==> src/rtl/ntt_pkg.sv <==
// Shared NTT arithmetic: field constants, Barrett parameters and the small
// modular helpers used by the processing elements.
package ntt_pkg;
  localparam int DATA_WIDTH = 12;
  localparam int Q          = 3329;
  localparam int MUL_LAT    = 3;
  localparam int BARRETT_K  = 24;
  localparam int BARRETT_M  = 5039;  // floor(2^24 / Q)
  localparam int BM_WIDTH   = 13;

  typedef logic [DATA_WIDTH-1:0]            coef_t;
  typedef logic [DATA_WIDTH:0]              coef_ext_t;
  typedef logic [2*DATA_WIDTH-1:0]          prod_t;
  typedef logic [2*DATA_WIDTH+BM_WIDTH-1:0] bprod_t;

  localparam coef_ext_t Q_EXT  = coef_ext_t'(Q);
  localparam prod_t     Q_PROD = prod_t'(Q);

  function automatic coef_t add_mod(input coef_t a, input coef_t b);
    coef_ext_t s;
    s = {1'b0, a} + {1'b0, b};
    if (s >= Q_EXT) s = s - Q_EXT;
    return coef_t'(s);
  endfunction

  function automatic coef_t sub_mod(input coef_t a, input coef_t b);
    coef_ext_t d;
    if (a < b) d = {1'b0, a} + Q_EXT - {1'b0, b};
    else       d = {1'b0, a} - {1'b0, b};
    return coef_t'(d);
  endfunction

  // Division by 2 in the field: odd values borrow one Q to become even.
  function automatic coef_t halve_mod(input coef_t x, input logic en);
    if (!en) return x;
    if (!x[0]) return x >> 1;
    return coef_t'(({1'b0, x} + Q_EXT) >> 1);
  endfunction

  // x < Q^2 < 2^24, so the quotient estimate is short by at most one and a
  // single conditional subtract suffices.
  function automatic coef_t barrett_reduce(input prod_t x);
    bprod_t t;
    prod_t  q_est;
    prod_t  r;
    t     = bprod_t'(x) * bprod_t'(BARRETT_M);
    q_est = prod_t'(t >> BARRETT_K);
    r     = x - prod_t'(q_est * Q_PROD);
    if (r >= Q_PROD) r = r - Q_PROD;
    return coef_t'(r);
  endfunction
endpackage

==> src/rtl/pe2_intt_bf_if.sv <==
// Butterfly stream bundle. Valid-only: in_valid qualifies u/v/w/half_en for one
// cycle and is always accepted; out_valid qualifies the results for one cycle.
interface pe2_intt_bf_if;
  import ntt_pkg::*;
  logic  in_valid;
  coef_t u;
  coef_t v;
  coef_t w;
  logic  half_en;
  logic  out_valid;
  coef_t bf_upper;
  coef_t bf_lower;
  logic  busy;

  modport master (output in_valid, u, v, w, half_en,
                  input  out_valid, bf_upper, bf_lower, busy);
  modport slave  (input  in_valid, u, v, w, half_en,
                  output out_valid, bf_upper, bf_lower, busy);
endinterface

==> src/rtl/mod_mul_pipe.sv <==
// Pipelined modular multiplier: p = a*b mod Q, LAT register stages, Barrett
// reduction after the product register.
module mod_mul_pipe
  import ntt_pkg::*;
#(
  parameter int LAT = MUL_LAT
) (
  input  logic  clk,
  input  logic  rst,
  input  coef_t a,
  input  coef_t b,
  output coef_t p
);
  prod_t r_prod;
  coef_t w_red;

  always_ff @(posedge clk) begin
    if (rst) r_prod <= '0;
    else     r_prod <= prod_t'(a) * prod_t'(b);
  end

  assign w_red = barrett_reduce(r_prod);

  if (LAT == 1) begin : g_lat1
    assign p = w_red;
  end else begin : g_latn
    logic [LAT-2:0][DATA_WIDTH-1:0] r_pipe;

    always_ff @(posedge clk) begin
      if (rst) begin
        r_pipe <= '0;
      end else begin
        r_pipe[0] <= w_red;
        for (int i = 1; i < LAT - 1; i++) r_pipe[i] <= r_pipe[i-1];
      end
    end

    assign p = r_pipe[LAT-2];
  end
endmodule

==> src/rtl/pe2_intt_bf.sv <==
// Gentleman-Sande inverse butterfly: upper=(u+v)[/2], lower=((u-v)*w)[/2] mod Q.
// Fixed latency P_MUL_LAT+3, one token per cycle, no backpressure.
module pe2_intt_bf
  import ntt_pkg::*;
#(
  parameter int P_MUL_LAT = MUL_LAT
) (
  input logic          clk,
  input logic          rst,
  pe2_intt_bf_if.slave bf_if
);
  logic  r_s0_vld;
  coef_t r_s0_u;
  coef_t r_s0_v;
  coef_t r_s0_w;
  logic  r_s0_half;

  logic  r_s1_vld;
  coef_t r_s1_sum;
  coef_t r_s1_diff;
  coef_t r_s1_w;
  logic  r_s1_half;

  // Sum/half/valid ride alongside the multiplier so both paths stay aligned.
  logic [P_MUL_LAT-1:0][DATA_WIDTH-1:0] r_sum_dly;
  logic [P_MUL_LAT-1:0]                 r_half_dly;
  logic [P_MUL_LAT-1:0]                 r_vld_dly;

  logic  r_out_vld;
  coef_t r_out_upper;
  coef_t r_out_lower;
  coef_t w_mul_p;

  always_ff @(posedge clk) begin
    if (rst) begin
      r_s0_vld    <= 1'b0;
      r_s0_u      <= '0;
      r_s0_v      <= '0;
      r_s0_w      <= '0;
      r_s0_half   <= 1'b0;
      r_s1_vld    <= 1'b0;
      r_s1_sum    <= '0;
      r_s1_diff   <= '0;
      r_s1_w      <= '0;
      r_s1_half   <= 1'b0;
      r_sum_dly   <= '0;
      r_half_dly  <= '0;
      r_vld_dly   <= '0;
      r_out_vld   <= 1'b0;
      r_out_upper <= '0;
      r_out_lower <= '0;
    end else begin
      r_s0_vld  <= bf_if.in_valid;
      r_s0_u    <= bf_if.u;
      r_s0_v    <= bf_if.v;
      r_s0_w    <= bf_if.w;
      r_s0_half <= bf_if.half_en;

      r_s1_vld  <= r_s0_vld;
      r_s1_sum  <= add_mod(r_s0_u, r_s0_v);
      r_s1_diff <= sub_mod(r_s0_u, r_s0_v);
      r_s1_w    <= r_s0_w;
      r_s1_half <= r_s0_half;

      r_sum_dly[0]  <= r_s1_sum;
      r_half_dly[0] <= r_s1_half;
      r_vld_dly[0]  <= r_s1_vld;
      for (int i = 1; i < P_MUL_LAT; i++) begin
        r_sum_dly[i]  <= r_sum_dly[i-1];
        r_half_dly[i] <= r_half_dly[i-1];
        r_vld_dly[i]  <= r_vld_dly[i-1];
      end

      r_out_vld   <= r_vld_dly[P_MUL_LAT-1];
      r_out_upper <= halve_mod(r_sum_dly[P_MUL_LAT-1], r_half_dly[P_MUL_LAT-1]);
      r_out_lower <= halve_mod(w_mul_p, r_half_dly[P_MUL_LAT-1]);
    end
  end

  mod_mul_pipe #(
    .LAT (P_MUL_LAT)
  ) u_mul (
    .clk (clk),
    .rst (rst),
    .a   (r_s1_diff),
    .b   (r_s1_w),
    .p   (w_mul_p)
  );

  assign bf_if.out_valid = r_out_vld;
  assign bf_if.bf_upper  = r_out_upper;
  assign bf_if.bf_lower  = r_out_lower;
  assign bf_if.busy      = r_s0_vld | r_s1_vld | (|r_vld_dly) | r_out_vld;
endmodule

==> src/flat_wrapper.sv <==
// flat-port wrapper written by rule: the top's interface ports become plain ports
module pe2_intt_bf_flat import ntt_pkg::*;
#(
  parameter int P_MUL_LAT = MUL_LAT
)
  (clk, rst, bf_if_in_valid, bf_if_u, bf_if_v, bf_if_w, bf_if_half_en, bf_if_out_valid, bf_if_bf_upper, bf_if_bf_lower, bf_if_busy);
  pe2_intt_bf_if bf_if_i ();
  input logic clk;
  input logic rst;
  input wire logic [$bits(bf_if_i.in_valid)-1:0] bf_if_in_valid;
  input wire logic [$bits(bf_if_i.u)-1:0] bf_if_u;
  input wire logic [$bits(bf_if_i.v)-1:0] bf_if_v;
  input wire logic [$bits(bf_if_i.w)-1:0] bf_if_w;
  input wire logic [$bits(bf_if_i.half_en)-1:0] bf_if_half_en;
  output wire logic [$bits(bf_if_i.out_valid)-1:0] bf_if_out_valid;
  output wire logic [$bits(bf_if_i.bf_upper)-1:0] bf_if_bf_upper;
  output wire logic [$bits(bf_if_i.bf_lower)-1:0] bf_if_bf_lower;
  output wire logic [$bits(bf_if_i.busy)-1:0] bf_if_busy;
  assign bf_if_i.in_valid = bf_if_in_valid;
  assign bf_if_i.u = bf_if_u;
  assign bf_if_i.v = bf_if_v;
  assign bf_if_i.w = bf_if_w;
  assign bf_if_i.half_en = bf_if_half_en;
  assign bf_if_out_valid = bf_if_i.out_valid;
  assign bf_if_bf_upper = bf_if_i.bf_upper;
  assign bf_if_bf_lower = bf_if_i.bf_lower;
  assign bf_if_busy = bf_if_i.busy;
  pe2_intt_bf #(.P_MUL_LAT(P_MUL_LAT)) u_core (.clk(clk), .rst(rst), .bf_if(bf_if_i));
endmodule
==> config.mk <==
export PLATFORM = sky130hd
export DESIGN_NAME = pe2_intt_bf_flat
export DESIGN_NICKNAME = d
export VERILOG_FILES = /design/src/rtl/ntt_pkg.sv /design/src/rtl/pe2_intt_bf_if.sv /design/src/rtl/mod_mul_pipe.sv /design/src/rtl/pe2_intt_bf.sv /design/src/flat_wrapper.sv
export SDC_FILE = /design/constraint.sdc
export NUM_CORES = 1
export LEC_CHECK = 0
export CORE_MARGIN = 8
export CORE_UTILIZATION = 63
export CTS_CLUSTER_SIZE = 10
export DETAILED_ROUTE_END_ITERATION = 10
export GPL_TIMING_DRIVEN = 1
export HOLD_SLACK_MARGIN = 0.1
export PLACE_DENSITY = 0.89
export SETUP_SLACK_MARGIN = 0.3
export SLEW_MARGIN = 20
export SYNTH_ARGS = -nofsm -noshare
export SYNTH_HDL_FRONTEND = slang
export SYNTH_SLANG_ARGS = --single-unit
==> constraint.sdc <==
create_clock -name clk -period 12.45 [get_ports clk]
set_input_delay 3.735 -clock clk [delete_from_list [all_inputs] [get_ports clk]]
set_output_delay 3.735 -clock clk [all_outputs]
set_load 0.02 [all_outputs]
* After elaboration in Yosys (flattened, before gate mapping)
Index checks and enable logic that the tools add are counted.
** Cells by class
- Multiplexer cells :: 19
- Multiply operators :: 3
- Bitwise operators :: 3
- $lt $le $gt $ge :: 3
- $add $sub $neg :: 9
- Reductions and logical operators :: 1
** Operators with widths (number)
- 12-bit two-way mux :: 11
- 24-bit by 13-bit multiplier with 37-bit output (second input constant) :: 1
- 12-bit by 12-bit adder with 13-bit output (second input constant) :: 2
- 24-bit by 12-bit >= comparator with 1-bit output (second input constant) :: 1
- 12-bit by 12-bit multiplier with 24-bit output :: 1
- 13-bit by 12-bit multiplier with 24-bit output (second input constant) :: 1
- 12-bit subtractor :: 2
- 12-bit subtractor (second input constant) :: 2
- 24-bit subtractor :: 1
- 12-bit by 12-bit adder with 13-bit output :: 1
- 13-bit by 12-bit >= comparator with 1-bit output (second input constant) :: 1
- 12-bit adder (second input constant) :: 1
- 12-bit < comparator :: 1
- 1-bit two-way mux :: 8
- 1-bit OR :: 3
- 3-bit OR reduction :: 1
** Storage, ports and cells
- Output and inout port bits :: 26
- Register bits :: 191
- Word-level logic and storage cells :: 59
- Input bits :: 40

* Longest topological paths before layout
Gate-level depths: netlist (run 1).
- Depth in word-level cells :: 6
- Gate-level depth with buffers :: 44

* By module
A second synthesis (run 1) with hierarchy kept.
** Second synthesis, totals
- Cell total of the unflattened synthesis :: 2327
- Area, all modules :: 21375.5 um^2
** By module, submodules not included
- mod_mul_pipe :: cells each 1596, instances 1, sequential area each 960.9 um^2, area an instance 14535.2 um^2
- pe2_intt_bf :: cells each 731, instances 1, sequential area each 2862.7 um^2, area an instance 6840.3 um^2

* Worst setup path before layout (run 1)
OpenSTA, ideal clock, no wires.
- Path kind :: flip-flop to flip-flop
- Start point :: reg u_core.u_mul.r_prod[18]
- End point :: reg u_core.u_mul.g_latn.r_pipe[1] in the netlist's numbering
- Data required time :: 12.322 ns
- Stages on the path, launching flop included :: 41
- Slack :: 2.467 ns
- Arrival time :: 9.855 ns
- Cell sequence :: dfxtp_1 -> inv_1 -> fa_1 -> fa_1 -> inv_1 -> fa_1 -> fa_1 -> inv_1 -> fa_1 -> inv_1 -> ha_1 -> a21o_1 -> a21oi_1 -> o21ai_0 -> a221oi_1 -> o21ai_0 -> a211o_1 -> a31o_2 -> [... 5 more ...] -> inv_1 -> ha_1 -> fa_1 -> ha_1 -> inv_1 -> ha_1 -> clkbuf_1 -> mux2_2 -> a2111oi_0 -> nand4_1 -> nor4_1 -> and4b_1 -> nand4_1 -> nor4_2 -> buf_4 -> buf_6 -> mux2i_1 -> nor2_1
** Between the ends
- Longest elaborated chain between the ends :: 5
** RTL lines
- start, declared :: RTL line mod_mul_pipe.sv:14 : prod_t r_prod;
- start signal, assigned :: RTL line mod_mul_pipe.sv:19 : else r_prod <= prod_t'(a) * prod_t'(b);
- 24-bit by 13-bit multiplier with 37-bit output :: RTL line ntt_pkg.sv:46 : t = bprod_t'(x) * bprod_t'(BARRETT_M);
- 13-bit by 12-bit multiplier with 24-bit output :: RTL line ntt_pkg.sv:48 : r = x - prod_t'(q_est * Q_PROD);
- 24-bit subtractor * :: RTL line ntt_pkg.sv:48
- 24-bit by 12-bit >= comparator with 1-bit output / 12-bit subtractor (equally long branches) :: RTL line ntt_pkg.sv:49 : if (r >= Q_PROD) r = r - Q_PROD;
- 12-bit two-way mux * :: RTL line ntt_pkg.sv:49
- end, declared :: RTL line mod_mul_pipe.sv:27 : logic [LAT-2:0][DATA_WIDTH-1:0] r_pipe;
Mark *: on every way between the ends. The rest lies on a longest branch, timed or not.
A chain may end at the register's enable or synchronous reset.

* Worst setup path after layout (run 1)
- Start point :: reg u_core.u_mul.r_prod[14]
- End point :: reg u_core.u_mul.g_latn.r_pipe[6] in the netlist's numbering
The elaborated chain is that of the path after synthesis.

==> run_results.csv, run 1 <==
group,metric,value,unit
outcome,status,"finished clean",
synthesis,synth_cell_type_count,73,
timing,final.setup.tns,0,ns
synthesis,ys_async_sr_fraction,0,%
clock_network,hold_buffers,0,
floorplanning,dieArea,39070,sq um
clock_network,clkSlewWorstSetupHoldPaths,0.08,ns
cells_and_area,fill_cells,2441,
cells_and_area,layout-drive-gt1-share,2.570,%
synthesis,yosysMostFrequentCell,"inv_1",
cells_and_area,area.growth.synth_to_final,7.541,%
timing,setup-violations-final,0,
setup_path,cp_slowest_cell,"dfxtp_1",
timing,max_slew_margin,48.33,%
route,wirelength,44730,microns
timing,whs,0.4384,ns
timing,finalCritPeriodShare,88.18,%
timing,tightest_slew,0.7750,ns
clock_network,cts_tree,"done",
route,viasPerCell,5.586,
timing,fin_skew,0.008868,ns
route,num_vias,15300,
synthesis,synth-seq-cells,191,
synthesis,synth_top_family_by_area,"adder cells",
synthesis,synthMuxAreaShare,0.5116,%
global_routing,gr-max-usage-layer,"met2",
route,drc,0,
cells_and_area,final_nets,2897,
timing,grt_setup_unrepaired,"false",
floorplanning,die_w,197.7,microns
route,initialDrtViolationCount,1012,
synthesis,synth_edf_count,0,
cells_and_area,finalInstanceArea,22360,sq um
clock_network,clk_latency,0.44,ns
flow_run,drv_cap,0,
hold_path,holdCritPathClass,"reg2reg",
synthesis,ys_top_cells_by_count,"inv_1, ha_1, fa_1",
synthesis,syn_area,20790,sq um
route,drtPass1Iterations,5,
synthesis,syn_nets,2880,
setup_path,endpoint,"u_core.u_mul.g_latn.r_pipe[6]",
global_routing,grt_max_degree,112,
setup_path,path_delay_family,"adder cells",
clock_network,cts.sinks,191,
global_routing,first_global_vias,16520,
clock_network,post_cts_resized,0,
synthesis,yosysSeqAreaShare,18.39,%
timing,period_needed,10.98,ns
synthesis,synth_flop_cell,"dfxtp_1",
global_routing,grt_usage,24.03,%
placed_design,dpl_cell_area,21730,sq um
hold_path,hp-start,"u_core.r_s0_w[2]",
setup_path,critPathRequiredTime,12.76,ns
floorplanning,die_h,197.7,microns
synthesis,yosys.area_share.simple,14.43,%
setup_path,cp.arrival,11.29,ns
clock_network,cts_buffer_depth,2,
setup_path,critPathKind,"reg2reg",
synthesis,synth_area_leaders,"fa_1, ha_1, dfxtp_1",
synthesis,synth_fa_ha_area_share,44.15,%
placed_design,port_buffers,65,
setup_path,slowest_delay,0.66,ns
global_routing,grt_overflow,0,
synthesis,ys_warn_count,0,
global_routing,grtUsageMet2,43.09,%
synthesis,syn_area_per_cell,9.175,sq um
synthesis,synth-compound-area-share,9.617,%
floorplanning,top_level_ports,66,
setup_path,r2r_end,"u_core.u_mul.g_latn.r_pipe[6]",
synthesis,syn_inst,2266,
setup_path,startpoint,"u_core.u_mul.r_prod[14]",
synthesis,yosysTopAreaCellShare,25.61,%
placed_design,gp_congestion,0.9357,
setup_path,start_kind,"register",
floorplanning,core,32540,sq um
setup_path,worstReg2RegStart,"u_core.u_mul.r_prod[14]",
setup_path,reg2reg_slack,1.47,ns
global_routing,antenna_found_initial,2,
setup_path,path_common_cell,"fa_1",
global_routing,grt_pass1_wl,77490,microns
synthesis,synth_xor_area_share,3.581,%
setup_path,crit_cells,37,
route,ant_nets,0,
timing,hold_viol,0,
clock_network,cts_root_buf,"clkbuf_16",
timing,drv_slew,0,
route,wl_per_cell,16.33,microns
floorplanning,initial_utilization,63.90,%
setup_path,reg2reg_depth,37,
timing,fmax,91.08,MHz
setup_path,path_buf_inv,6,
global_routing,groute.layer.met3.usage,2.981,%
synthesis,yosysTopAreaCell,"fa_1",
clock_network,cts_htree_levels,4,
setup_path,path_max_fanout,22,
placed_design,hpwl,35840,microns
global_routing,met1_usage,29.35,%
clock_network,cts_made_buffers,17,
clock_network,postCtsSetupBuffers,0,
floorplanning,rows,66,
setup_path,worst_setup_path_end_kind,"register",
## routing by layer
metal	share of wire, %	vias to the layer above
li1	-	7275
met1	42	7457
met2	50	452
met3	4.3	115
met4	3.2	0
met5	0	-
## how the worst min path moves through the flow
stage / to / slack [ns] / cells after the start
floorplan: u_core.r_half_dly[0] / 0.41 / 1
global placement: u_core.r_half_dly[1] / 0.42 / 1
detailed placement: u_core.r_s1_w[1] / 0.42 / 1
CTS: u_core.r_sum_dly[14] / 0.44 / 1
global route: u_core.r_s1_w[1] / 0.45 / 1
finish: u_core.r_s1_w[2] / 0.44 / 1
## flip-flops by register name, indices dropped and copies added, names as in the netlist
register and flops:
u_core.r_sum_dly 36, u_core.u_mul.r_prod 24, u_core.bf_if.bf_lower 12, u_core.bf_if.bf_upper 12, u_core.r_s0_u 12, u_core.r_s0_v 12
u_core.r_s0_w 12, u_core.r_s1_diff 12, u_core.r_s1_sum 12, u_core.r_s1_w 12, u_core.u_mul.g_latn.r_pipe 12, u_core.u_mul.p 12
u_core.r_half_dly 3, u_core.r_vld_dly 3, u_core.bf_if.out_valid 1, u_core.r_s0_half 1, u_core.r_s0_vld 1, u_core.r_s1_half 1
u_core.r_s1_vld 1
## layout make-up
cell class	count	area (sq um)	area share, %
well taps	442	553.0	2.474
multi-input cells	1566	15030	67.22
repair buffers	69	681.9	3.050
clock inverters	14	183.9	0.8227
inverters	438	1644	7.354
diodes	1	2.502	0.01119
flip-flops and latches	191	3824	17.10
clock buffers	18	439.2	1.964
## cells by family (layout without fill, tap and decap cells)
kind of cell	count (synthesis)	in the layout
and+or+nand+nor	588	588
muxes	10	10
AOI/OAI and AO/OA	309	309
DFF	191	191
other	0	1
adders and majority gates	574	574
xor gates and xnor gates	85	85
buffers and inverters	509	539
## placed cells by master (no fill, tap or decap), drive strengths merged, types with 4 or more instances in the layout
cell type and count:
inv 443, ha 308, fa 266, dfxtp 191, nand2 159, nor2b 124
nor2 110, a21oi 95, clkdlybuf4s50 64, o21ai 56, and2 49, xnor2 48
xor2 37, a21o 37, nand3 29, nand4 23, nor3 22, clkbuf 18
a211oi 17, nand2b 16, a31oi 15, o21bai 14, or3 13, and3 11
o211ai 10, o31ai 10, nor4 10, a31o 8, clkinv 8, a211o 5
o21a 5, mux2 5, mux2i 5, buf 5, a311oi 4, nor3b 4
## worst register-to-register path: cells and delay by family, from the launching register on
kind,cells,cell delay (ns)
compound gates,11,2.76
xor+xnor,1,0.17
fa+ha+maj,12,5.18
buf+inv,6,0.50
flops,1,0.66
mux,1,0.38
simple gates,6,1.21
## metrics by stage
stage / cells / utilization, % / setup WS [ns]
after detailed placement: 2706 / 66.79 / 1.688
final: 2739 / 68.72 / 1.471
after floorplan: 2266 / - / 2.467
after CTS: 2738 / 68.71 / 1.636
after global placement: 2706 / 66.79 / 1.992
after global routing: 2739 / 68.72 / 0.9273
Power of run 1 is not shown: default switching activity piles up to over one toggle a cycle in this logic, so the estimate is an artifact.
==> inputs of run 2 (changes only) <==
Settings changed: ABC_AREA set to 1.
==> run 2 against run 1 <==
Sequential cell count unchanged; core utilization decreased by 0.86 points; critical path type unchanged; count of clock-buffer cells in the layout decreased by 1; area after synthesis increased by 8.1%; clock skew increased by 0.0045 ns; routed wire length increased by 22%; critical path depth increased by 3.
==> run_results.csv, run 2 <==
group,metric,value,unit
outcome,status,"finished clean",
cells_and_area,seqCellArea,3824,sq um
timing,final.setup.tns,0,ns
setup_path,start_kind,"register",
floorplanning,initial_utilization,63.52,%
floorplanning,die_w,204.9,microns
synthesis,synth_flop_cell,"dfxtp_1",
timing,period_needed,9.962,ns
timing,grt_setup_unrepaired,"false",
clock_network,post_cts_resized,0,
cells_and_area,final_nets,3564,
floorplanning,top_level_ports,66,
route,initialDrtViolationCount,1298,
placed_design,gp_congestion,0.9928,
route,wirelength,54690,microns
route,wl_per_cell,15.98,microns
clock_network,cts_tree,"done",
timing,tightest_slew,1.060,ns
clock_network,cts_buffer_depth,2,
setup_path,critPathRequiredTime,12.75,ns
timing,fin_skew,0.01341,ns
cells_and_area,fill_cells,2713,
placed_design,hpwl,44380,microns
cells_and_area,layout-drive-gt1-share,2.836,%
clock_network,clkSlewWorstSetupHoldPaths,0.07,ns
timing,drv_slew,0,
synthesis,ys_async_sr_fraction,0,%
cells_and_area,multi_input_area,15550,sq um
clock_network,cts_made_buffers,17,
hold_path,holdCritPathClass,"reg2reg",
timing,max_slew_margin,29.34,%
route,viasPerCell,5.465,
cells_and_area,diodes,0,
cells_and_area,regMostFlops,"u_core.r_sum_dly",
setup_path,slowest_delay,0.64,ns
route,num_vias,18710,
global_routing,grt_pass1_wl,92560,microns
global_routing,grt_max_degree,103,
setup_path,cp.arrival,10.26,ns
timing,hold_viol,0,
synthesis,synth-seq-cells,191,
floorplanning,core,35400,sq um
global_routing,grt_usage,26.78,%
synthesis,synth_cell_type_count,46,
clock_network,cts_htree_levels,4,
route,drtPass1Iterations,6,
cells_and_area,reg.largest.list,"u_core.r_sum_dly (36), u_core.u_mul.r_prod (24)",
floorplanning,dieArea,41990,sq um
setup_path,path_max_fanout,13,
clock_network,postCtsSetupBuffers,0,
synthesis,yosysTopAreaCell,"fa_1",
clock_network,cts_root_buf,"clkbuf_16",
route,drc,0,
synthesis,ys_top_cells_by_count,"inv_1, nand2_1, ha_1",
cells_and_area,fin_util,67.86,%
clock_network,clk_latency,0.44,ns
floorplanning,die_h,204.9,microns
global_routing,first_global_vias,20090,
clock_network,cts.sinks,191,
cells_and_area,largest_reg_flops,36,
cells_and_area,final_common_cell,"inv_1",
setup_path,critPathKind,"reg2reg",
synthesis,synth_area_leaders,"fa_1, ha_1, dfxtp_1",
synthesis,synth_edf_count,0,
setup_path,cp_slowest_cell,"dfxtp_1",
floorplanning,rows,69,
global_routing,antenna_found_initial,0,
synthesis,yosysSeqAreaShare,17.01,%
synthesis,syn_inst,2928,
timing,setup-violations-final,0,
cells_and_area,layout_common_cells,"inv_1, nand2_1, ha_1",
synthesis,syn_area_per_cell,7.679,sq um
synthesis,syn_area,22480,sq um
timing,whs,0.4003,ns
synthesis,yosysTopAreaCellShare,23.69,%
flow_run,drv_cap,0,
synthesis,syn_nets,3542,
cells_and_area,area.growth.synth_to_final,6.834,%
placed_design,port_buffers,65,
timing,fmax,100.4,MHz
clock_network,hold_buffers,0,
synthesis,yosysMostFrequentCell,"inv_1",
timing,finalCritPeriodShare,80.01,%
synthesis,ys_warn_count,0,
global_routing,grt_overflow,0,
setup_path,worst_setup_path_end_kind,"register",
route,ant_nets,0,
[run 2: cell types whose count changed after synthesis, sizes merged, moves of 33 or more]
cell,change
nand2,+387
inv,+316
nor2,+145
nor2b,-124
nand3,+75
a21oi,+60
and2,-44
a21o,-33
xnor2,-33
[run 2: critical path: cells and delay by family, from the launching register on]
family,cells,cell delay [ns]
buffers and inverters,8,0.44
flip-flops,1,0.64
XOR/XNOR,1,0.62
adder cells (fa/ha/maj),12,5.38
AND/OR/NAND/NOR,13,2.00
AO/OA/AOI/OAI,6,0.75
[run 2: worst paths after layout]
check,to,slack (ns),cells after the start,start
setup / recovery,u_core.u_mul.g_latn.r_pipe[10],2.49,40,u_core.u_mul.r_prod[8]
hold reg to reg,u_core.r_s1_w[9],0.40,2,u_core.r_s0_w[9]
setup reg to reg,u_core.u_mul.g_latn.r_pipe[10],2.49,40,u_core.u_mul.r_prod[8]
hold / removal,u_core.r_s1_w[9],0.40,2,u_core.r_s0_w[9]
[run 2: cell type report]
type | instances | share of cell area (%)
clock inverters | 14 | 0.6199
repair buffers | 67 | 2.761
multi-input cells | 1918 | 64.73
flip-flops and latches | 191 | 15.92
well taps | 461 | 2.401
inverters | 755 | 11.80
clock buffers | 17 | 1.771
[run 2: cells by family after synthesis]
kind of cell / after synthesis / share of synthesized area, %
AO/OA/AOI/OAI: 296 / 7.496
XOR/XNOR: 62 / 2.415
adder cells (fa/ha/maj): 574 / 40.83
buffers and inverters: 819 / 13.84
flip-flops: 191 / 17.01
AND/OR/NAND/NOR: 986 / 18.41
[run 2: stage by stage]
step           std cells  setup slack (ns)  area, sq um
4_1_cts             3423             2.614        24020
3_3_place_gp        3392             2.816        23450
5_1_grt             3423             2.031        24020
6_report            3423             2.488        24020
2_1_floorplan       2928             4.140        22480
3_5_place_dp        3392             2.614        23450
[run 2: metal layers]
layer / track usage (%) / vias to the layer above / part of all wire [%]
li1: - / 8925 / -
met1: 31.56 / 8916 / 41
met2: 48.60 / 695 / 50
met3: 3.384 / 169 / 5.1
met4: 10.98 / 0 / 3.6
met5: 0 / - / 0
Power of run 2 is left out for the same reason.
==> inputs of run 3 (changes only) <==
Clock period 12.45 ns to 9.56 ns, I/O delays scaled along.
==> run 3 against run 2 <==
Critical path depth is 1 lower; register-to-register slack worse by 1.9 ns; non-clock buffer count is 34 higher; global-route usage is 0.28 points lower; core utilization is 2.1 points higher; sequential cell count stayed put; highest routed layer unchanged.
==> run_results.csv, run 3 (synthesized netlist as in run 2, its figures left out) <==
group,metric,value,unit
outcome,status,"finished clean",
timing,hold_viol,0,
floorplanning,die_h,204.9,microns
route,drc,0,
placed_design,dpl_worst_slack,-0.3126,ns
cells_and_area,area.growth.synth_to_final,10.12,%
global_routing,grtUsageMet2,47.60,%
timing,period_needed,8.934,ns
global_routing,grt_pass1_wl,91490,microns
floorplanning,initial_utilization,63.52,%
cells_and_area,final_common_cell,"inv_1",
hold_path,holdCritPathClass,"reg2reg",
global_routing,gr-max-usage-layer,"met2",
setup_path,slowest_delay,0.60,ns
cells_and_area,final_nets,3600,
route,viasPerCell,5.485,
setup_path,path_max_fanout,7,
setup_path,path_buf_inv,7,
route,num_vias,18970,
cells_and_area,diodes,0,
cells_and_area,reg.largest.list,"u_core.r_sum_dly (36), u_core.u_mul.r_prod (24)",
cells_and_area,largest_reg_flops,36,
setup_path,start_kind,"register",
floorplanning,top_level_ports,66,
clock_network,cts_buffer_depth,2,
setup_path,worst_setup_path_end_kind,"register",
placed_design,gp_congestion,1.023,
clock_network,hold_buffers,0,
placed_design,dpl_cell_area,23470,sq um
timing,drv_slew,0,
global_routing,grt_overflow,0,
cells_and_area,fill_cells,2631,
global_routing,grt_max_degree,96,
timing,grt_setup_unrepaired,"false",
timing,tightest_slew,1.012,ns
clock_network,clk_latency,0.45,ns
placed_design,hpwl,43770,microns
clock_network,cts_tree,"done",
timing,finalCritPeriodShare,93.45,%
cells_and_area,layout_common_cells,"inv_1, nand2_1, ha_1",
cells_and_area,layout-drive-gt1-share,7.140,%
global_routing,grt_usage,26.49,%
cells_and_area,regMostFlops,"u_core.r_sum_dly",
floorplanning,dieArea,41990,sq um
cells_and_area,instances_no_fill,3458,
placed_design,placed_cells_incl_taps,3395,
timing,fin_skew,0.01006,ns
flow_run,drv_cap,0,
global_routing,groute.layer.met3.usage,4.696,%
setup_path,cp.arrival,9.21,ns
global_routing,first_global_vias,19940,
timing,setup_ws,0.6262,ns
setup_path,critPathKind,"reg2reg",
route,wl_per_cell,15.96,microns
floorplanning,rows,69,
clock_network,cts_made_buffers,17,
route,drtPass1Iterations,6,
route,initialDrtViolationCount,1605,
timing,max_slew_margin,32.55,%
floorplanning,core,35400,sq um
global_routing,antenna_found_initial,0,
timing,whs,0.4006,ns
route,ant_nets,0,
clock_network,cts_htree_levels,4,
placed_design,port_buffers,65,
timing,fmax,111.9,MHz
global_routing,met1_usage,30.55,%
clock_network,cts_root_buf,"clkbuf_16",
cells_and_area,finalInstanceArea,24760,sq um
setup_path,critPathRequiredTime,9.84,ns
setup_path,path_delay_family,"adder cells",
setup_path,cp_slowest_cell,"fa_1",
clock_network,cts.sinks,191,
timing,setup-violations-final,0,
clock_network,clkSlewWorstSetupHoldPaths,0.07,ns
floorplanning,die_w,204.9,microns
route,wirelength,55200,microns
[run 3: changes by cell type in the layout (fill, tap and decap cells not counted), moves of 14 or more]
cell	before	now
a21oi_2	10	24
dfxtp_1	191	171
dfxtp_4	0	16
a21oi_1	145	131
buf_4	3	36
[run 3: stage by stage]
step / util, % / TNS (ns)
after floorplan: - / 0
after global placement: 66.30 / -1.610
after detailed placement: 66.30 / -3.537
after CTS: 68.15 / 0
after global routing: 69.95 / 0
final: 69.95 / 0
[run 3: metal layers]
metal	wire, microns	up-vias
met4	2232	0
met3	3393	190
met5	0	-
li1	-	9016
met1	22070	8977
met2	27510	785
[run 3: worst min-delay path, cell delays in order (launching register included)]
cell	delay, ns
dfxtp_1	0.30
inv_1	0.04
nor2_1	0.03
[run 3: layout make-up]
cell class | count | area [sq um] | share of cell area (%)
inverters | 755 | 2838 | 11.46
flip-flops and latches | 191 | 3889 | 15.71
clock inverters | 13 | 128.9 | 0.5205
multi-input cells | 1920 | 15980 | 64.54
well taps | 461 | 576.8 | 2.330
clock buffers | 17 | 425.4 | 1.718
repair buffers | 101 | 922.1 | 3.724
[run 3: worst paths after layout]
kind | cells after the start | start | slack (ns) | endpoint
setup / recovery | 39 | u_core.u_mul.r_prod[15] | 0.63 | u_core.u_mul.g_latn.r_pipe[3]
hold / removal | 2 | u_core.r_s0_w[10] | 0.40 | u_core.r_s1_w[10]
setup reg to reg | 39 | u_core.u_mul.r_prod[15] | 0.63 | u_core.u_mul.g_latn.r_pipe[3]
hold reg to reg | 2 | u_core.r_s0_w[10] | 0.40 | u_core.r_s1_w[10]
[run 3: repair_timing]
item / CTS / global route
pin swaps: 3 / 25
cloned: 0 / 3
gates resized for setup: 22 / 113
buffers inserted: 6 / 24
endpoints found under the setup margin: 12 / 12
Power of run 3 is left out for the same reason.
==> variant 1 (flow settings as in run 1) <==
Reset style: asynchronous (`rst`), changed in 3 clocked blocks.
--- a/src/rtl/mod_mul_pipe.sv
+++ b/src/rtl/mod_mul_pipe.sv
@@ -14,7 +14,7 @@
   prod_t r_prod;
   coef_t w_red;
 
-  always_ff @(posedge clk) begin
+  always_ff @(posedge clk or posedge rst) begin
     if (rst) r_prod <= '0;
     else     r_prod <= prod_t'(a) * prod_t'(b);
   end
@@ -26,7 +26,7 @@
   end else begin : g_latn
     logic [LAT-2:0][DATA_WIDTH-1:0] r_pipe;
 
-    always_ff @(posedge clk) begin
+    always_ff @(posedge clk or posedge rst) begin
       if (rst) begin
         r_pipe <= '0;
       end else begin
--- a/src/rtl/pe2_intt_bf.sv
+++ b/src/rtl/pe2_intt_bf.sv
@@ -31,7 +31,7 @@
   coef_t r_out_lower;
   coef_t w_mul_p;
 
-  always_ff @(posedge clk) begin
+  always_ff @(posedge clk or posedge rst) begin
     if (rst) begin
       r_s0_vld    <= 1'b0;
       r_s0_u      <= '0;
Formal check against the unedited RTL: differs if rst is asserted again (counterexample within 4 cycles, from zero or initial values and one cycle with rst high); with rst held inactive, the same outputs for 4 cycles.
==> variant 1 against run 1 <==
Area after synthesis grew 1.3%; via count shrank 1.2%; cell area up 1.5%; critical path depth rose by 3; routed wire length rose by 5.8%; setup slack got worse by 260 ps; sequential cell count did not move; critical path type unchanged; critical endpoint is now u_core.u_mul.g_latn.r_pipe[0].
Power is not shown: default switching activity piles up to over one toggle a cycle in this logic, so the estimate is an artifact.
==> variant 1: results (changes against run 1) <==
metric,value,unit,change
met1_usage,29.2,%,was 29.4%
grt_max_degree,134,,was 112
avgSynthCellArea,10.0,µm²,was 9.17 µm²
gr-usage-met3,3.94,%,was 2.98%
cts.repair.resized,0,,unchanged
ys.flop_type,dfrtp_1,,was dfxtp_1
place.gp.congestion,0.972,,was 0.936
met2WireLength,24.6,mm,was 22.4 mm
fillCellCount,2336,,was 2441
syn_nets,2718,,was 2880
routed-via-count,15100,,was 15300
first_pass_iters,7,,was 5
hold_path.class,register to register,,unchanged
antenna_found_initial,1,,was 2
netlist_top_cells_count,"inv_1, ha_1, fa_1",,unchanged
skew,15.7,ps,was 8.87 ps
routed_wl,47.3,mm,was 44.7 mm
hold_depth,0,,was 1
maxSlewHeadroom,40.3,%,was 48.3%
placement.io_buffers,65,,unchanged
grt_pass1_wl,80.0,mm,was 77.5 mm
max_stage_delay,610,ps,was 660 ps
drive_gt1_share,4.09,%,was 2.57%
grt_pass1_vias,16600,,was 16500
crit_fanout,12,,was 22
diodes,0,,was 1
track_usage,25.2,%,was 24.0%
status,completed,,unchanged
met2_usage,45.7,%,was 43.1%
ys_seq_area_share,22.7,%,was 18.4%
arrival,11550,ps,was 11290 ps
clk_pin_slew,80,ps,about the same
top_regs,"u_core.r_sum_dly: 36 flops, u_core.u_mul.r_prod: 24 flops",,unchanged
cts_buffers,17,,unchanged
synth_area_leaders,"fa_1, dfrtp_1, ha_1",,"was fa_1, ha_1, dfxtp_1"
fin_nets,2750,,was 2897
clk_latency,460,ps,was 440 ps
cts_setup_buffers,0,,unchanged
reg2regPathDepth,40,,was 37
clockRootBuffer,clkbuf_16,,unchanged
slowest_stage,or3_1,,was dfxtp_1
viasPerCell,5.82,,was 5.59
drt_iter0_markers,1066,,was 1012
synthArstFlopShare,100,%,was 0%
placedCellCount,2565,,was 2706
wl_met1,18.1,mm,was 19.0 mm
wl_met3,2.58,mm,was 1.95 mm
ys_types,87,,was 73
preCtsSetupSlack,1340,ps,was 1690 ps
clockBufferDepth,2,,unchanged
placed_area,22000,µm²,was 21700 µm²
dr.max_layer_used,met5,,was met4
htreeDepth,4,,unchanged
cts-hold-fix-buffers,0,,unchanged
hpwl,37.9,mm,was 35.8 mm
variant 1: cell count changes after synthesis, moves of 7 or more:
cell	change
nor2b_1	-112
a21o_1	-9
xnor2_1	+23
nor2_1	-33
or3_1	-7
clkbuf_1	-14
dfxtp_1	-191
nand4_1	-14
nor3_1	+7
o31ai_2	+9
a211oi_1	-7
dfrtp_1	+191
variant 1: area by class of cell:
type | count | area (µm²) | area share, %
timing repair buffer | 69 | 681 | 3.00
multi-input combinational | 1419 | 14400 | 63.4
sequential | 191 | 4780 | 21.1
clock buffer | 18 | 439 | 1.94
tap | 448 | 561 | 2.47
inverter | 438 | 1650 | 7.28
clock inverter | 14 | 199 | 0.877
variant 1: path summary, 6_finish.rpt:
| kind | slack [ps] | end | startpoint |
|---|---|---|---|
| worst min register to register | 340 | u_core.r_sum_dly[26] | u_core.r_sum_dly[14] |
| worst min-delay path | 340 | u_core.r_sum_dly[26] | u_core.r_sum_dly[14] |
| max in group asynchronous | 7320 | u_core.u_mul.r_prod[5] | rst |
| worst max register to register | 1210 | u_core.u_mul.g_latn.r_pipe[0] | u_core.u_mul.r_prod[18] |
| worst max-delay path | 1210 | u_core.u_mul.g_latn.r_pipe[0] | u_core.u_mul.r_prod[18] |
| min in group asynchronous | 3870 | u_core.r_sum_dly[32] | rst |
variant 1: logic make-up after synthesis:
logic type                 Yosys count  synth area share, %
buffers and inverters              494                 9.05
muxes                                9                0.434
AOI/OAI and AO/OA                  303                 9.94
DFF                                191                 22.7
adders and majority gates          574                 43.6
xor gates and xnor gates           105                 4.37
and+or+nand+nor                    428                 9.92
variant 1: critical path: cells and delay by family (launching register included):
family	cells	cell delay [ps]
AOI/OAI and AO/OA	12	2220
adders and majority gates	12	5410
buffers and inverters	9	570
xor gates and xnor gates	1	150
and+or+nand+nor	6	2170
DFF	1	540
==> variant 2 (flow settings as in run 1) <==
Made on the original files. `MUL_LAT`: 3 -> 5.
--- a/src/rtl/ntt_pkg.sv
+++ b/src/rtl/ntt_pkg.sv
@@ -3,7 +3,7 @@
 package ntt_pkg;
   localparam int DATA_WIDTH = 12;
   localparam int Q          = 3329;
-  localparam int MUL_LAT    = 3;
+  localparam int MUL_LAT    = 5;
   localparam int BARRETT_K  = 24;
   localparam int BARRETT_M  = 5039;  // floor(2^24 / Q)
   localparam int BM_WIDTH   = 13;
Function: changed (Yosys sat finds a counterexample within 10 cycles, from zero or initial values and one cycle with rst high).
==> variant 2 against run 1 <==
Clock skew is 7.0 ps higher; cell area is 8.6% higher; via count is 6.6% higher; routed wire length is 7.0% higher; setup slack worse by 350 ps; sequential cell count is 52 higher; area after synthesis is 8.4% higher; largest cell class unchanged.
Power is not shown: default switching activity piles up to over one toggle a cycle in this logic, so the estimate is an artifact.
==> variant 2: results (changes against run 1) <==
metric,value,unit,change
skew,15.9,ps,was 8.87 ps
status,completed,,unchanged
placed_area,23500,µm²,was 21700 µm²
track_usage,23.5,%,was 24.0%
met2WireLength,24.1,mm,was 22.4 mm
hpwl,37.9,mm,was 35.8 mm
holdWs,424,ps,was 438 ps
wl_met1,19.8,mm,was 19.0 mm
timing.rr.end,u_core.u_mul.g_latn.r_pipe[2],,was u_core.u_mul.g_latn.r_pipe[6]
netlist_top_cells_count,"inv_1, ha_1, fa_1",,unchanged
ys_seq_area_share,21.6,%,was 18.4%
first_pass_iters,5,,unchanged
instances_no_fill,2915,,was 2739
gr-usage-met3,3.54,%,was 2.98%
fin_nets,3061,,was 2897
syn_inst,2431,,was 2266
ys.flop_type,dfxtp_1,,unchanged
clockRootBuffer,clkbuf_16,,unchanged
wl_per_cell,16.4,µm,was 16.3 µm
ys_types,79,,was 73
reg2regPathDepth,38,,was 37
reg2reg_from,u_core.u_mul.r_prod[19],,was u_core.u_mul.r_prod[14]
fillCellCount,2723,,was 2441
syn_nets,3045,,was 2880
worst_slew_pin_slew,984,ps,was 775 ps
clk_latency,560,ps,was 440 ps
clockBufferDepth,3,,was 2
grt_pass1_vias,17400,,was 16500
min_from,u_core.r_sum_dly[19],,was u_core.r_s0_w[2]
htreeDepth,1,,was 4
cp-start-kind,register,,unchanged
place.gp.congestion,0.912,,was 0.936
max_stage_delay,710,ps,was 660 ps
met2_usage,42.1,%,was 43.1%
crit_fanout,18,,was 22
met1_usage,28.5,%,was 29.4%
top_regs,"u_core.r_sum_dly: 60 flops, u_core.u_mul.g_latn.r_pipe: 36 flops, u_core.u_mul.r_prod: 24 flops",,"was u_core.r_sum_dly: 36 flops, u_core.u_mul.r_prod: 24 flops"
clk_pin_slew,60,ps,was 80 ps
grt_pass1_wl,82.1,mm,was 77.5 mm
slowest_stage,nor4_4,,was dfxtp_1
arrival,11730,ps,was 11290 ps
setup_ws,1120,ps,was 1470 ps
grt_max_degree,103,,was 112
preCtsSetupSlack,1190,ps,was 1690 ps
synth_area_leaders,"fa_1, dfxtp_1, ha_1",,"was fa_1, ha_1, dfxtp_1"
worstHoldEndpoint,u_core.r_sum_dly[31],,was u_core.r_s1_w[2]
drive_gt1_share,3.02,%,was 2.57%
viasPerCell,5.59,,about the same
diodes,0,,was 1
drt_iter0_markers,873,,was 1012
wl_met3,2.47,mm,was 1.95 mm
antenna_found_initial,0,,was 2
cts_buffers,29,,was 17
variant 2: changes by cell type after synthesis, moves of 10 or more:
cell      before  now
dfxtp_1      191  243
nand2_1      159  175
nor3_1        22   37
nor2b_1      124  178
nand3_1       29   40
a21o_1        37   26
nor2_1       110   97
mux2i_1        5   15
nand4_1       23   10
clkbuf_1      57   73
variant 2: area by class of cell:
cell class | count | area, µm² | area share (%)
tap | 461 | 577 | 2.38
timing repair buffer | 71 | 699 | 2.88
sequential | 243 | 4860 | 20.0
multi-input combinational | 1655 | 15700 | 64.5
clock buffer | 35 | 778 | 3.21
inverter | 447 | 1680 | 6.91
clock inverter | 3 | 21.3 | 0.0876
variant 2: kinds of logic (layout without fill, tap and decap cells):
group	after synthesis	in the layout	share of synthesized area (%)
xor+xnor	80	80	3.11
buf+inv	533	556	8.99
simple gates	677	677	15.8
flops	243	243	21.6
mux	17	17	0.766
compound gates	307	307	9.05
fa+ha+maj	574	574	40.7
